[src/rtl/seven_seg_scan_driver.sv]
// ---------------------------------------------------------------------------
// seven_seg_scan_driver
//
// Time-multiplexed N-digit 7-segment display driver. A prescaler holds each
// digit on the shared segment bus for REFRESH_DIV clocks while the matching
// anode line is enabled. Digit codes, decimal points and the leading-zero
// enable are captured once per frame, so a display never shows a mix of two
// input values.
//
// Parameters:
//   NUM_DIGITS     - digits scanned (1..8)
//   REFRESH_DIV    - clocks each digit is driven (>= 1)
//   HEX_MODE       - 1: codes 10..15 show A b C d E F, 0: they show blank
//   SEG_ACTIVE_LOW - 1: seg/dp are low-true
//   AN_ACTIVE_LOW  - 1: an is low-true
//
// Ports:
//   clk        - clock, rising edge
//   rst        - asynchronous active-high reset
//   en         - 1: scan the display, 0: blank and idle
//   digits_in  - packed 4-bit codes, digit i at [4i+3:4i], digit 0 rightmost
//   dp_in      - decimal point per digit
//   lz_blank   - enable leading-zero suppression
//   seg        - segments {a,b,c,d,e,f,g}, a = seg[6]
//   dp         - decimal point of the active digit
//   an         - one-hot digit enable, bit i = digit i
//   frame_tick - one-cycle pulse registered together with digit 0 of a frame
// ---------------------------------------------------------------------------
module seven_seg_scan_driver #(
  parameter int NUM_DIGITS     = 4,
  parameter int REFRESH_DIV    = 1000,
  parameter int HEX_MODE       = 0,
  parameter int SEG_ACTIVE_LOW = 0,
  parameter int AN_ACTIVE_LOW  = 0
) (
  input  logic                    clk,
  input  logic                    rst,
  input  logic                    en,
  input  logic [4*NUM_DIGITS-1:0] digits_in,
  input  logic [NUM_DIGITS-1:0]   dp_in,
  input  logic                    lz_blank,
  output logic [6:0]              seg,
  output logic                    dp,
  output logic [NUM_DIGITS-1:0]   an,
  output logic                    frame_tick
);

  localparam int IW = (NUM_DIGITS > 1) ? $clog2(NUM_DIGITS) : 1;
  localparam int PW = (REFRESH_DIV > 1) ? $clog2(REFRESH_DIV) : 1;

  localparam logic                  SEG_INV = (SEG_ACTIVE_LOW != 0);
  localparam logic                  AN_INV  = (AN_ACTIVE_LOW != 0);
  localparam logic [6:0]            SEG_OFF = {7{SEG_INV}};
  localparam logic [NUM_DIGITS-1:0] AN_OFF  = {NUM_DIGITS{AN_INV}};

  localparam logic [IW-1:0] LAST_INDEX = IW'(NUM_DIGITS - 1);
  localparam logic [PW-1:0] LAST_PRESC = PW'(REFRESH_DIV - 1);

  typedef enum logic {
    IDLE = 1'b0,
    SCAN = 1'b1
  } state_t;

  state_t                  state_q, state_d;
  logic [IW-1:0]           index_q, index_d;
  logic [PW-1:0]           presc_q, presc_d;
  logic [4*NUM_DIGITS-1:0] snapDigits_q, snapDigits_d;
  logic [NUM_DIGITS-1:0]   snapDp_q, snapDp_d;
  logic                    snapLz_q, snapLz_d;

  logic [6:0]              seg_q, seg_d;
  logic                    dp_q, dp_d;
  logic [NUM_DIGITS-1:0]   an_q, an_d;
  logic                    frameTick_q, frameTick_d;

  logic [NUM_DIGITS-1:0]   blankMask;
  logic                    zeroRun;
  logic [3:0]              activeCode;
  logic                    activeDp;
  logic                    activeBlank;
  logic [NUM_DIGITS-1:0]   anHot;

  // Segment pattern (a..g, 1 = lit) for one digit code. Hex letters are
  // only produced when HEX_MODE is set; otherwise codes 10..15 go dark.
  function automatic logic [6:0] decodeDigit(input logic [3:0] code);
    logic [6:0] pattern;
    case (code)
      4'h0:    pattern = 7'b1111110;
      4'h1:    pattern = 7'b0110000;
      4'h2:    pattern = 7'b1101101;
      4'h3:    pattern = 7'b1111001;
      4'h4:    pattern = 7'b0110011;
      4'h5:    pattern = 7'b1011011;
      4'h6:    pattern = 7'b1011111;
      4'h7:    pattern = 7'b1110000;
      4'h8:    pattern = 7'b1111111;
      4'h9:    pattern = 7'b1111011;
      4'hA:    pattern = 7'b1110111;
      4'hB:    pattern = 7'b0011111;
      4'hC:    pattern = 7'b1001110;
      4'hD:    pattern = 7'b0111101;
      4'hE:    pattern = 7'b1001111;
      default: pattern = 7'b1000111;
    endcase
    if ((HEX_MODE == 0) && (code > 4'h9)) begin
      pattern = 7'b0000000;
    end
    return pattern;
  endfunction

  // Leading-zero mask from the snapshot. Walking down from the top digit,
  // a digit is blanked while every digit from the top down to it is zero.
  // Digit 0 is never part of the walk, so a value of zero still shows "0".
  always_comb begin
    blankMask = '0;
    zeroRun   = snapLz_q;
    for (int i = NUM_DIGITS - 1; i >= 1; i--) begin
      zeroRun      = zeroRun & (snapDigits_q[4*i +: 4] == 4'h0);
      blankMask[i] = zeroRun;
    end
  end

  // Pick out the code, decimal point, blanking flag and anode bit of the
  // digit currently selected by the scan index.
  always_comb begin
    activeCode  = '0;
    activeDp    = 1'b0;
    activeBlank = 1'b0;
    anHot       = '0;
    for (int i = 0; i < NUM_DIGITS; i++) begin
      if (index_q == IW'(i)) begin
        activeCode  = snapDigits_q[4*i +: 4];
        activeDp    = snapDp_q[i];
        activeBlank = blankMask[i];
        anHot[i]    = 1'b1;
      end
    end
  end

  // Next-state logic. Dropping en wins over everything in SCAN. Entering
  // SCAN and wrapping the index back to digit 0 both take a fresh snapshot
  // so that one frame always shows one consistent input value.
  always_comb begin
    state_d      = state_q;
    index_d      = index_q;
    presc_d      = presc_q;
    snapDigits_d = snapDigits_q;
    snapDp_d     = snapDp_q;
    snapLz_d     = snapLz_q;
    case (state_q)
      IDLE: begin
        if (en) begin
          state_d      = SCAN;
          index_d      = '0;
          presc_d      = '0;
          snapDigits_d = digits_in;
          snapDp_d     = dp_in;
          snapLz_d     = lz_blank;
        end
      end
      default: begin
        if (!en) begin
          state_d = IDLE;
          index_d = '0;
          presc_d = '0;
        end else if (presc_q == LAST_PRESC) begin
          presc_d = '0;
          if (index_q == LAST_INDEX) begin
            index_d      = '0;
            snapDigits_d = digits_in;
            snapDp_d     = dp_in;
            snapLz_d     = lz_blank;
          end else begin
            index_d = index_q + IW'(1);
          end
        end else begin
          presc_d = presc_q + PW'(1);
        end
      end
    endcase
  end

  // Output values for the next edge. They are built from the current index,
  // so the display lags the index by one clock, and an/seg/dp change on the
  // same edge. frame_tick marks the first cycle digit 0 of a frame is shown.
  always_comb begin
    seg_d       = SEG_OFF;
    dp_d        = SEG_INV;
    an_d        = AN_OFF;
    frameTick_d = 1'b0;
    if (state_q == SCAN) begin
      seg_d       = (activeBlank ? 7'b0000000 : decodeDigit(activeCode)) ^ SEG_OFF;
      dp_d        = activeDp ^ SEG_INV;
      an_d        = anHot ^ AN_OFF;
      frameTick_d = (index_q == '0) && (presc_q == '0);
    end
  end

  // Scan state, counters and snapshot registers.
  always_ff @(posedge clk or posedge rst) begin
    if (rst) begin
      state_q      <= IDLE;
      index_q      <= '0;
      presc_q      <= '0;
      snapDigits_q <= '0;
      snapDp_q     <= '0;
      snapLz_q     <= 1'b0;
    end else begin
      state_q      <= state_d;
      index_q      <= index_d;
      presc_q      <= presc_d;
      snapDigits_q <= snapDigits_d;
      snapDp_q     <= snapDp_d;
      snapLz_q     <= snapLz_d;
    end
  end

  // Output registers. Reset drives every line to its inactive level at
  // once, independent of the clock.
  always_ff @(posedge clk or posedge rst) begin
    if (rst) begin
      seg_q       <= SEG_OFF;
      dp_q        <= SEG_INV;
      an_q        <= AN_OFF;
      frameTick_q <= 1'b0;
    end else begin
      seg_q       <= seg_d;
      dp_q        <= dp_d;
      an_q        <= an_d;
      frameTick_q <= frameTick_d;
    end
  end

  assign seg        = seg_q;
  assign dp         = dp_q;
  assign an         = an_q;
  assign frame_tick = frameTick_q;

endmodule
[config.mk]
export PLATFORM = sky130hd
export DESIGN_NAME = seven_seg_scan_driver
export DESIGN_NICKNAME = d
export VERILOG_FILES = /design/src/rtl/seven_seg_scan_driver.sv
export SDC_FILE = /design/constraint.sdc
export NUM_CORES = 1
export LEC_CHECK = 0
export ABC_AREA = 1
export BUFFER_PORTS_ARGS = -buffer_cell sky130_fd_sc_hd__buf_2
export CORE_ASPECT_RATIO = 0.6
export CORE_MARGIN = 4
export CORE_UTILIZATION = 45
export DETAILED_ROUTE_END_ITERATION = 7
export HOLD_SLACK_MARGIN = 0.1
export PLACE_DENSITY = 0.73
export SETUP_SLACK_MARGIN = 0.02
export SYNTH_ARGS = -nofsm -noshare
export SYNTH_HDL_FRONTEND = slang
export SYNTH_SLANG_ARGS = --single-unit
[constraint.sdc]
create_clock -name clk -period 2.5 [get_ports clk]
set_input_delay 0 -clock clk [delete_from_list [all_inputs] [get_ports clk]]
set_output_delay 0 -clock clk [all_outputs]
set_load 0.02 [all_outputs]
After elaboration in Yosys (flattened, before gate mapping)
Memory sizes are Yosys's and may differ from the RTL's.
Cells that the tools add are included.
Word-level totals
  output and inout port bits: 13
  memories kept: 1
  flip-flop bits (word level): 47
  memory bits (read-only): 112
Cells by class
  bitwise operators: 3
  $lt $le $gt $ge: 1
  equal/unequal tests: 7
  reductions and logical operators: 9
  $add $sub $neg: 2
  mux-type cells: 46
Memories
  (no name shown): words 16, width 7, rd ports 1, clocked after Yosys merged registers in 0, wr ports 0, RTL line 87  | case (code)
Operators by type and width (number)
  16-bit 2-to-1 mux: 5
  10-bit 2-to-1 mux: 4
  4-bit 2-to-1 mux: 10
  7-bit 2-to-1 mux: 3
  1-bit 2-to-1 mux: 19
  4-bit logical NOT: 3
  10-bit by 1-bit adder with 10-bit output (second input constant): 1
  10-bit equality test (second input constant): 1
  10-bit logical NOT: 1
  2-bit 2-to-1 mux: 5
  2-bit equality test (second input constant): 2
  4-bit > comparator (second input constant): 1
  2-bit by 1-bit inequality test with 1-bit output (second input constant): 2
  1-bit AND: 3
  3-bit by 2-bit inequality test with 1-bit output (second input constant): 1
  3-bit AND reduction: 1
  2-bit by 1-bit adder with 2-bit output (second input constant): 1
  2-bit by 1-bit equality test with 1-bit output (second input constant): 1
  2-bit logical NOT: 1
  2-bit AND reduction: 1
  2-bit nonzero test: 1
  1-bit logical AND: 1

Depth between registers and ports, before layout
Gate-level depths: netlist of run 1.
  depth in word-level cells: 9
  mapped depth: 15
  depth with buffers taken out: 15

Worst setup path before layout of run 1
OpenSTA, ideal clock, no wires.
  path kind: register to register
  start: reg index_q[0]
  end: reg seg_q[3], in the netlist seg[3]
  slack: 0.482 ns
  data required time: 2.429 ns
  buffers on the path: 0
  library setup time: 0.071 ns
  stages on the path, launching flop included: 13
  data arrival time: 1.947 ns
  period minus slack after synthesis: 2.018 ns
  cell sequence: dfrtp_1 inv_1 ha_1 inv_2 nand3_1 nand2_1 o21ai_0 inv_1 ha_1 nand3b_1 nand3_1 nand3_1 nor2_1
Between the ends
  word-level cells in the longest chain between the ends: 9
  elaborated cells on any way between the ends: 16
  classes of those cells: order compare (1); eq/ne (3); mux (10); reduce/logical (1); memory (1)
RTL lines
  start, declared: RTL line 65  | logic [IW-1:0] index_q, index_d;
  start signal, assigned: RTL line 210  | index_q <= index_d;
  2-bit logical NOT: RTL line 131  | if (index_q == IW'(i)) begin
  4-bit 2-to-1 mux (4 in a row): RTL line 131
  memory 16 x 7 bit or 4-bit > comparator (tied branches)
  7-bit 2-to-1 mux: RTL line 105  | if ((HEX_MODE == 0) && (code > 4'h9)) begin
  7-bit 2-to-1 mux *: RTL line 192  | seg_d = (activeBlank ? 7'b0000000 : decodeDigit(activeCode)) ^ SEG_OFF;
  7-bit 2-to-1 mux *: RTL line 191  | if (state_q == SCAN) begin
  named net seg_d[3]: RTL line 71  | logic [6:0] seg_q, seg_d;
  end signal, assigned: RTL line 227  | seg_q <= seg_d;
  end, declared: RTL line 71
Mark *: on every way through the listed nets, which the timed path passes. The rest lies on a longest branch.
A chain may end at the register's enable or synchronous reset.

Final worst setup path of run 1
Ends and elaborated chain as after synthesis.

==> results.yml, run 1 <==
placed_design:
  portBuffers: 36
  gp_congestion: 0.882
  dp_cells: 419
  place_area_um2: 2750
  dp.final_hpwl_um: 4240
clock_network:
  ctsRootBufferMaster: "clkbuf_8"
  clock_sinks: 47
  clkLatencyLatePin_ns: 0.29
  clk_path_buf_depth: 2
  post_cts_buffers: 0
  cts_buffers: 5
  cts_tree: "built"
  cts.clk_slew.worst_paths_ns: 0.09
  htree_levels: 2
grt:
  gr-usage-met1_pct: 28.9
  first_global_vias: 1974
  antenna_found_initial: 0
  grt_util_met3_pct: 4.68
  overflow: 0
  grt_max_degree: 48
  use_met2_pct: 23.7
  grt_first_pass_wirelength_um: 9850
  grt.busiest_layer: "met1"
  global_route.usage.total_pct: 18.0
sta:
  clock_skew_ns: 0.0107
  fin_crit_sh_pct: 88.9
  fin_crit_ns: 2.22
  tightest_slew_ns: 0.921
  rsz0062_at_grt: "false"
  tns_ns: 0
  max-slew-margin-rel_pct: 38.5
  max_freq_ghz: 0.450
  hold_viol_final: 0
  setup_viol: 0
  maxSlewViolCount: 0
floorplanning:
  core-area_um2: 5280
  start_util_pct: 48.4
  dieWidth_um: 105
  die_h_um: 66.4
  die-area_um2: 6990
  rows: 20
  io_pins: 37
pwr:
  swShare_pct: 32.3
  ir_worst_vdd_uv: 236
  p_leak_uw: 0.00166
  seqPwrFrac_pct: 44.9
  clockPowerShare_pct: 27.9
  p_switching_uw: 655
  power_frac_comb_pct: 27.2
  powerDensity_nw_per_um2: 654
  internal_power_uw: 1370
logic_synthesis:
  yosysSeqAreaShare_pct: 46.0
  yosys_warnings: 0
  synthCells: 314
  yosysTopAreaCell: "dfrtp_1"
  ys_ff_latch: 47
  syn_area_um2: 2560
  syn_area_per_cell_um2: 8.14
  yosys-top-cells-area: "dfrtp_1, nand2_1, nand3_1"
  synth_fp_nets: 350
  synth_cell_types: 30
  synth_top_area_share_pct: 46.0
drt:
  first_pass_iters: 4
  drc: 0
  vias_per_cell: 4.91
  first_iter_violations: 206
  vias: 2208
  wl_per_cell_um: 13.2
  wl_um: 5950
  ant_nets: 0
setup_path:
  reg2reg_to: "seg[3]"
  path_max_fanout: 7
  cp.required_ns: 2.72
  r2r_cells: 12
  worstSetupPathType: "flip-flop to flip-flop"
  critPathCaptureType: "flip-flop"
  r2r_slack_ns: 0.28
  cp_data_arrival_time_ns: 2.44
  critPathLaunchType: "flip-flop"
  r2r_start: "index_q[0]"
final_layout:
  fin_cells: 450
  final_util_pct: 58.7
  area.growth.synth_to_final_pct: 21.2
  fin_area_um2: 3100
  antennaDiodeCount: 0
  drive_gt1_share_pct: 17.4
  layout.nets: 408
worst_hold_path:
  hold_class: "primary input to asynchronous set/reset pin"
run_status:
  outcome: "finished clean"
job:
  drv_cap: 0
## layout make-up
class / instances / area (um2)
clock inverter: 2 / 35.0
tap: 77 / 96.3
clock buffer: 6 / 82.6
fill: 479 / 2180
multi-input combinational: 224 / 1160
inverter: 34 / 133
timing repair buffer: 60 / 418
sequential: 47 / 1180
## worst max-delay path: stages (launching register included)
cell and delay, ns:
dfrtp_1 0.42, inv_1 0.13, ha_1 0.33, inv_2 0.11, nand3_1 0.10, nand2_1 0.06, o21ai_2 0.12, inv_1 0.12
ha_1 0.29, nand3b_1 0.18, nand3_1 0.10, nand3_1 0.08, nor2_1 0.09
## cells by family after synthesis
kind of cell,after synthesis,synth area share [%]
flip-flops,47,46.0
adder cells (fa/ha/maj),12,5.87
buffers and inverters,43,8.81
AND/OR/NAND/NOR,176,31.3
XOR/XNOR,2,0.685
AO/OA/AOI/OAI,34,7.34
## per-layer routing
layer,wire (um),vias up
met3,411,2
met4,21,0
met2,2240,82
met1,3280,1006
li1,-,1118
met5,0,-
## cells in the mapped netlist
library cell	n
a21oi_1	13
buf_4	1
buf_6	6
clkbuf_1	1
clkbuf_8	1
dfrtp_1	47
ha_1	12
inv_1	28
inv_2	5
inv_6	1
nand2_1	98
nand2_2	1
nand2_4	2
nand3_1	36
nand3_2	2
nand3b_1	2
nand4_1	4
nand4_2	1
nor2_1	21
nor2_2	1
nor3_1	4
nor3_2	2
nor3_4	1
o21ai_0	12
o21ai_1	5
o21ai_4	1
o22ai_1	1
o31ai_1	2
or2_4	1
xor2_1	2
## worst max-delay path by stage
stage / from / to / slack (ns) / cells past startpoint
global placement: index_q[0] / seg[3] / 0.26 / 9
finish: index_q[0] / seg[3] / 0.28 / 12
global route: index_q[0] / seg[2] / 0.08 / 13
CTS: index_q[0] / seg[3] / 0.12 / 12
detailed placement: index_q[0] / seg[3] / 0.15 / 9
floorplan: index_q[0] / seg[3] / 0.48 / 12
## timing repair
item | CTS | global route
gates resized for setup | 0 | 2
hold buffers | 23 | 0
hold endpoints to repair | 69 | 0
endpoints found under the setup margin | 0 | 7
## per-stage QoR
| stage | hold WS, ns | power [uW] | setup slack (ns) |
|---|---|---|---|
| 6_report | 0.447 | 2030 | 0.279 |
| 3_3_place_gp | 0.235 | 1430 | 0.264 |
| 5_1_grt | 0.483 | 2160 | 0.0811 |
| 4_1_cts | 0.460 | 2030 | 0.121 |
| 2_1_floorplan | 0.0314 | 1290 | 0.482 |
| 3_5_place_dp | 0.240 | 1440 | 0.150 |
## state kept, by name (all words and copies together), names as in the netlist
signal        cells
an                4
state_q           1
index_q           2
frame_tick        1
snapLz_q          1
presc_q          10
snapDp_q          4
snapDigits_q     16
seg               7
dp                1
## layout by cell type, fill, tap and decap left out, types with 11 or more instances in the layout
master	instances
ha_1	12
nand3_1	36
a21oi_1	13
nand2_1	98
buf_2	36
inv_1	27
nor2_1	21
dlygate4sd3_1	23
o21ai_0	11
dfrtp_1	47
## power groups by stage
stage	combinational (uW)	clock (uW)	sequential [uW]
3_3_place_gp	510	0	919
3_5_place_dp	515	0	921
5_1_grt	627	616	920
6_report	552	566	910
2_1_floorplan	329	0	962
4_1_cts	545	579	907
No activity file was read; power rests on OpenSTA's default activity.
==> run 2: changes to the inputs <==
- CORE_UTILIZATION: 45 -> 35
- PLACE_DENSITY: 0.73 -> 0.61
==> results.yml, run 2 (synthesis gave the netlist of run 1 again) <==
run_status:
  outcome: "finished clean"
drt:
  wl_um: 6040
  vias_per_cell: 4.71
  first_iter_violations: 168
  wl_per_cell_um: 13.2
  ant_nets: 0
  first_pass_iters: 4
  drc: 0
  vias: 2163
sta:
  max-slew-margin-rel_pct: 35.4
  rsz0062_at_grt: "false"
  tightest_slew_ns: 0.968
  fin_crit_ns: 2.14
  maxSlewViolCount: 0
  setup_viol: 0
  clock_skew_ns: 0.00251
  fin_crit_sh_pct: 85.6
  hold_viol_final: 0
  hold_slack_ns: 0.126
  max_freq_ghz: 0.467
  tns_ns: 0
setup_path:
  cp.required_ns: 2.70
  cp_data_arrival_time_ns: 2.34
  critPathLaunchType: "flip-flop"
  path_max_fanout: 7
  critPathCaptureType: "flip-flop"
  worstSetupPathType: "flip-flop to flip-flop"
final_layout:
  final_common_cell: "nand2_1"
  drive_gt1_share_pct: 17.5
  layout.nets: 407
  antennaDiodeCount: 0
  area.growth.synth_to_final_pct: 22.3
  mostFrequentLayoutCells: "nand2_1, dfrtp_1, nand3_1, buf_2, inv_1"
  largest_reg_flops: 16
  top_register: "snapDigits_q"
grt:
  first_global_vias: 2121
  overflow: 0
  global_route.usage.total_pct: 15.0
  grt_max_degree: 48
  antenna_found_initial: 0
  grt_first_pass_wirelength_um: 10400
clock_network:
  cts_tree: "built"
  clkLatencyLatePin_ns: 0.28
  cts_buffers: 5
  clk_path_buf_depth: 2
  htree_levels: 2
  clock_sinks: 47
  cts.clk_slew.worst_paths_ns: 0.06
  ctsRootBufferMaster: "clkbuf_16"
pwr:
  powerDensity_nw_per_um2: 667
  ir_worst_vdd_uv: 252
  p_leak_uw: 0.00166
floorplanning:
  start_util_pct: 37.2
  die-area_um2: 8780
  io_pins: 37
  rows: 23
  dieWidth_um: 118
  core-area_um2: 6880
  die_h_um: 74.2
job:
  drv_cap: 0
placed_design:
  gp_congestion: 0.918
  dp.final_hpwl_um: 4440
  portBuffers: 36
worst_hold_path:
  hold_class: "primary input to flip-flop"
run 2: path summary, 6_finish.rpt:
kind / end / depth (start not counted) / startpoint / slack (ns)
setup / recovery: seg[5] / 15 / index_q[1] / 0.36
setup reg to reg: seg[5] / 15 / index_q[1] / 0.36
hold reg to reg: snapDigits_q[3] / 2 / snapDigits_q[3] / 0.48
hold / removal: state_q / 1 / en / 0.13
min in group asynchronous: snapDigits_q[2] / 3 / rst / 0.50
max in group asynchronous: snapDp_q[0] / 3 / rst / 1.41
run 2: repair_timing:
action | in CTS | in global routing
resized for setup | 0 | 4
setup buffers | 0 | 0
hold buffers | 22 | 0
endpoints found under the hold margin | 68 | 0
setup endpoints to repair | 0 | 7
run 2: per-layer routing:
layer | part of all wire (%) | global-route usage [%] | vias up
li1 | - | - | 1118
met3 | 7.7 | 4.48 | 6
met2 | 38 | 20.9 | 66
met1 | 53 | 22.3 | 973
met4 | 1.0 | 4.42 | 0
met5 | 0 | 0 | -
run 2: area by class of cell:
class | count | area, um2
Clock inverter | 1 | 5.00
Sequential cell | 47 | 1180
Tap cell | 87 | 109
Fill cell | 668 | 3750
Clock buffer | 7 | 133
Multi-Input combinational cell | 224 | 1160
Timing Repair Buffer | 59 | 408
Inverter | 34 | 133
run 2: stage by stage:
step | area, um2 | setup slack, ns | utilization (%) | total power [uW] | std cells
floorplan | 2560 | 0.482 | - | 1290 | 314
global placement | 2760 | 0.258 | 40.1 | 1430 | 429
detailed placement | 2760 | 0.166 | 40.1 | 1440 | 429
finish | 3130 | 0.360 | 45.5 | 2090 | 459
global route | 3130 | 0.0856 | 45.5 | 2230 | 459
CTS | 3120 | 0.140 | 45.3 | 2100 | 459
run 2: worst max-delay path: stages (launching register included):
cell     delay [ns]
dfrtp_1        0.40
inv_1          0.12
ha_2           0.27
inv_2          0.09
nand3_1        0.07
nand2_1        0.06
nand2_1        0.06
nand2_1        0.10
inv_1          0.18
ha_1           0.17
inv_1          0.05
nand2_1        0.05
nand2_1        0.05
nand2_1        0.08
nand3_2        0.13
a21oi_1        0.19
run 2: power breakdown:
part / internal, uW / switching, uW / total, uW
sequential: 853 / 54.6 / 908
combinational: 197 / 350 / 547
clock: 370 / 263 / 632
total: 1420 / 668 / 2090
==> run 3: changes to the inputs <==
- MAX_ROUTING_LAYER: default -> met4
==> results.yml, run 3 (synthesis gave the netlist of run 1 again) <==
setup_path:
  critPathCaptureType: "flip-flop"
  worst_path_max_delay_cell: "dfrtp_1"
  cp.required_ns: 2.71
  worstPathCellList: "inv_1 -> ha_1 -> inv_2 -> nand3_1 -> nand2_1 -> nand2_1 -> nand2_1 -> inv_1 -> ha_1 -> nand3b_1 -> nand3_1 -> nand3_1 -> nor2_1"
  cp_data_arrival_time_ns: 2.40
  path_max_fanout: 7
  critPathTopFamily: "simple AND/OR/NAND/NOR gates"
  worst-path-buf-inv: 3
  critPathLaunchType: "flip-flop"
  worstSetupPathType: "flip-flop to flip-flop"
  slowest_delay_ns: 0.40
floorplanning:
  dieWidth_um: 118
  io_pins: 37
  rows: 23
  start_util_pct: 37.2
  core-area_um2: 6880
  die_h_um: 74.2
  die-area_um2: 8780
grt:
  grt_max_degree: 48
  global_route.usage.total_pct: 15.9
  first_global_vias: 2148
  grt_first_pass_wirelength_um: 10800
  overflow: 0
  antenna_found_initial: 0
clock_network:
  clock_sinks: 47
  post_cts_buffers: 0
  ctsRootBufferMaster: "clkbuf_16"
  cts_buffers: 5
  htree_levels: 2
  cts.clk_slew.worst_paths_ns: 0.06
  cts_tree: "built"
  clkLatencyLatePin_ns: 0.28
  clk_path_buf_depth: 2
final_layout:
  layout.nets: 407
  final_common_cell: "nand2_1"
  fin_area_um2: 3140
  top_register: "snapDigits_q"
  mostFrequentLayoutCells: "nand2_1, dfrtp_1, nand3_1, buf_2, inv_1"
  area.growth.synth_to_final_pct: 23.0
  drive_gt1_share_pct: 17.5
  antennaDiodeCount: 0
  largest_reg_flops: 16
placed_design:
  dp.final_hpwl_um: 4460
  portBuffers: 36
  gp_congestion: 0.902
  place_area_um2: 2760
drt:
  vias: 2207
  wl_um: 6090
  vias_per_cell: 4.81
  ant_nets: 0
  drc: 0
  first_iter_violations: 154
  first_pass_iters: 4
  wl_per_cell_um: 13.3
sta:
  clock_skew_ns: 0.00656
  rsz0062_at_grt: "false"
  hold_slack_ns: 0.131
  max-slew-margin-rel_pct: 34.4
  fin_crit_sh_pct: 87.8
  tightest_slew_ns: 0.983
  fin_crit_ns: 2.19
  max_freq_ghz: 0.456
  tns_ns: 0
  maxSlewViolCount: 0
  hold_viol_final: 0
  setup_viol: 0
pwr:
  ir_worst_vdd_uv: 279
  p_leak_uw: 0.00167
  powerDensity_nw_per_um2: 683
worst_hold_path:
  hold_class: "primary input to flip-flop"
run_status:
  outcome: "finished clean"
job:
  drv_cap: 0
run 3: changes by cell type in the layout (fill, tap and decap cells not counted), sizes merged:
| cell | delta |
|---|---|
| clkbuf | +1 |
| clkinv | -1 |
run 3: worst paths after layout:
path	startpoint	end	slack, ns	depth (start not counted)
setup reg to reg	index_q[1]	seg[3]	0.31	13
hold reg to reg	snapDigits_q[3]	snapDigits_q[3]	0.48	2
setup / recovery	index_q[1]	seg[3]	0.31	13
max in group asynchronous	rst	index_q[1]	1.39	3
min in group asynchronous	rst	snapDigits_q[4]	0.50	3
hold / removal	en	state_q	0.13	1
run 3: metal layers:
layer	wire (um)	track usage [%]	share of wire, %
met5	0	-	0
met4	29	3.51	0.48
met3	457	3.65	7.5
met2	2270	20.7	37
met1	3330	24.3	55
run 3: power breakdown:
group / total, uW / internal, uW / switching [uW]
registers: 908 / 853 / 55.0
logic: 548 / 196 / 352
clock network: 691 / 426 / 265
total: 2150 / 1470 / 673
run 3: layout make-up:
| type | instances | area [um2] |
|---|---|---|
| Clock buffer | 8 | 156 |
| Fill cell | 686 | 3730 |
| Inverter | 34 | 133 |
| Multi-Input combinational cell | 224 | 1160 |
| Sequential cell | 47 | 1180 |
| Tap cell | 87 | 109 |
| Timing Repair Buffer | 59 | 408 |
run 3: stage by stage:
stage | setup WS [ns] | total power (uW) | utilization, % | cells
finish | 0.306 | 2150 | 45.7 | 459
global route | 0.0467 | 2290 | 45.7 | 459
CTS | 0.136 | 2160 | 45.6 | 459
detailed placement | 0.183 | 1440 | 40.1 | 429
global placement | 0.234 | 1430 | 40.1 | 429
floorplan | 0.482 | 1290 | - | 314
run 3: timing repair:
item,CTS,global route
resized for setup,0,3
hold buffers,22,0
setup endpoints to repair,0,7
endpoints found under the hold margin,68,0
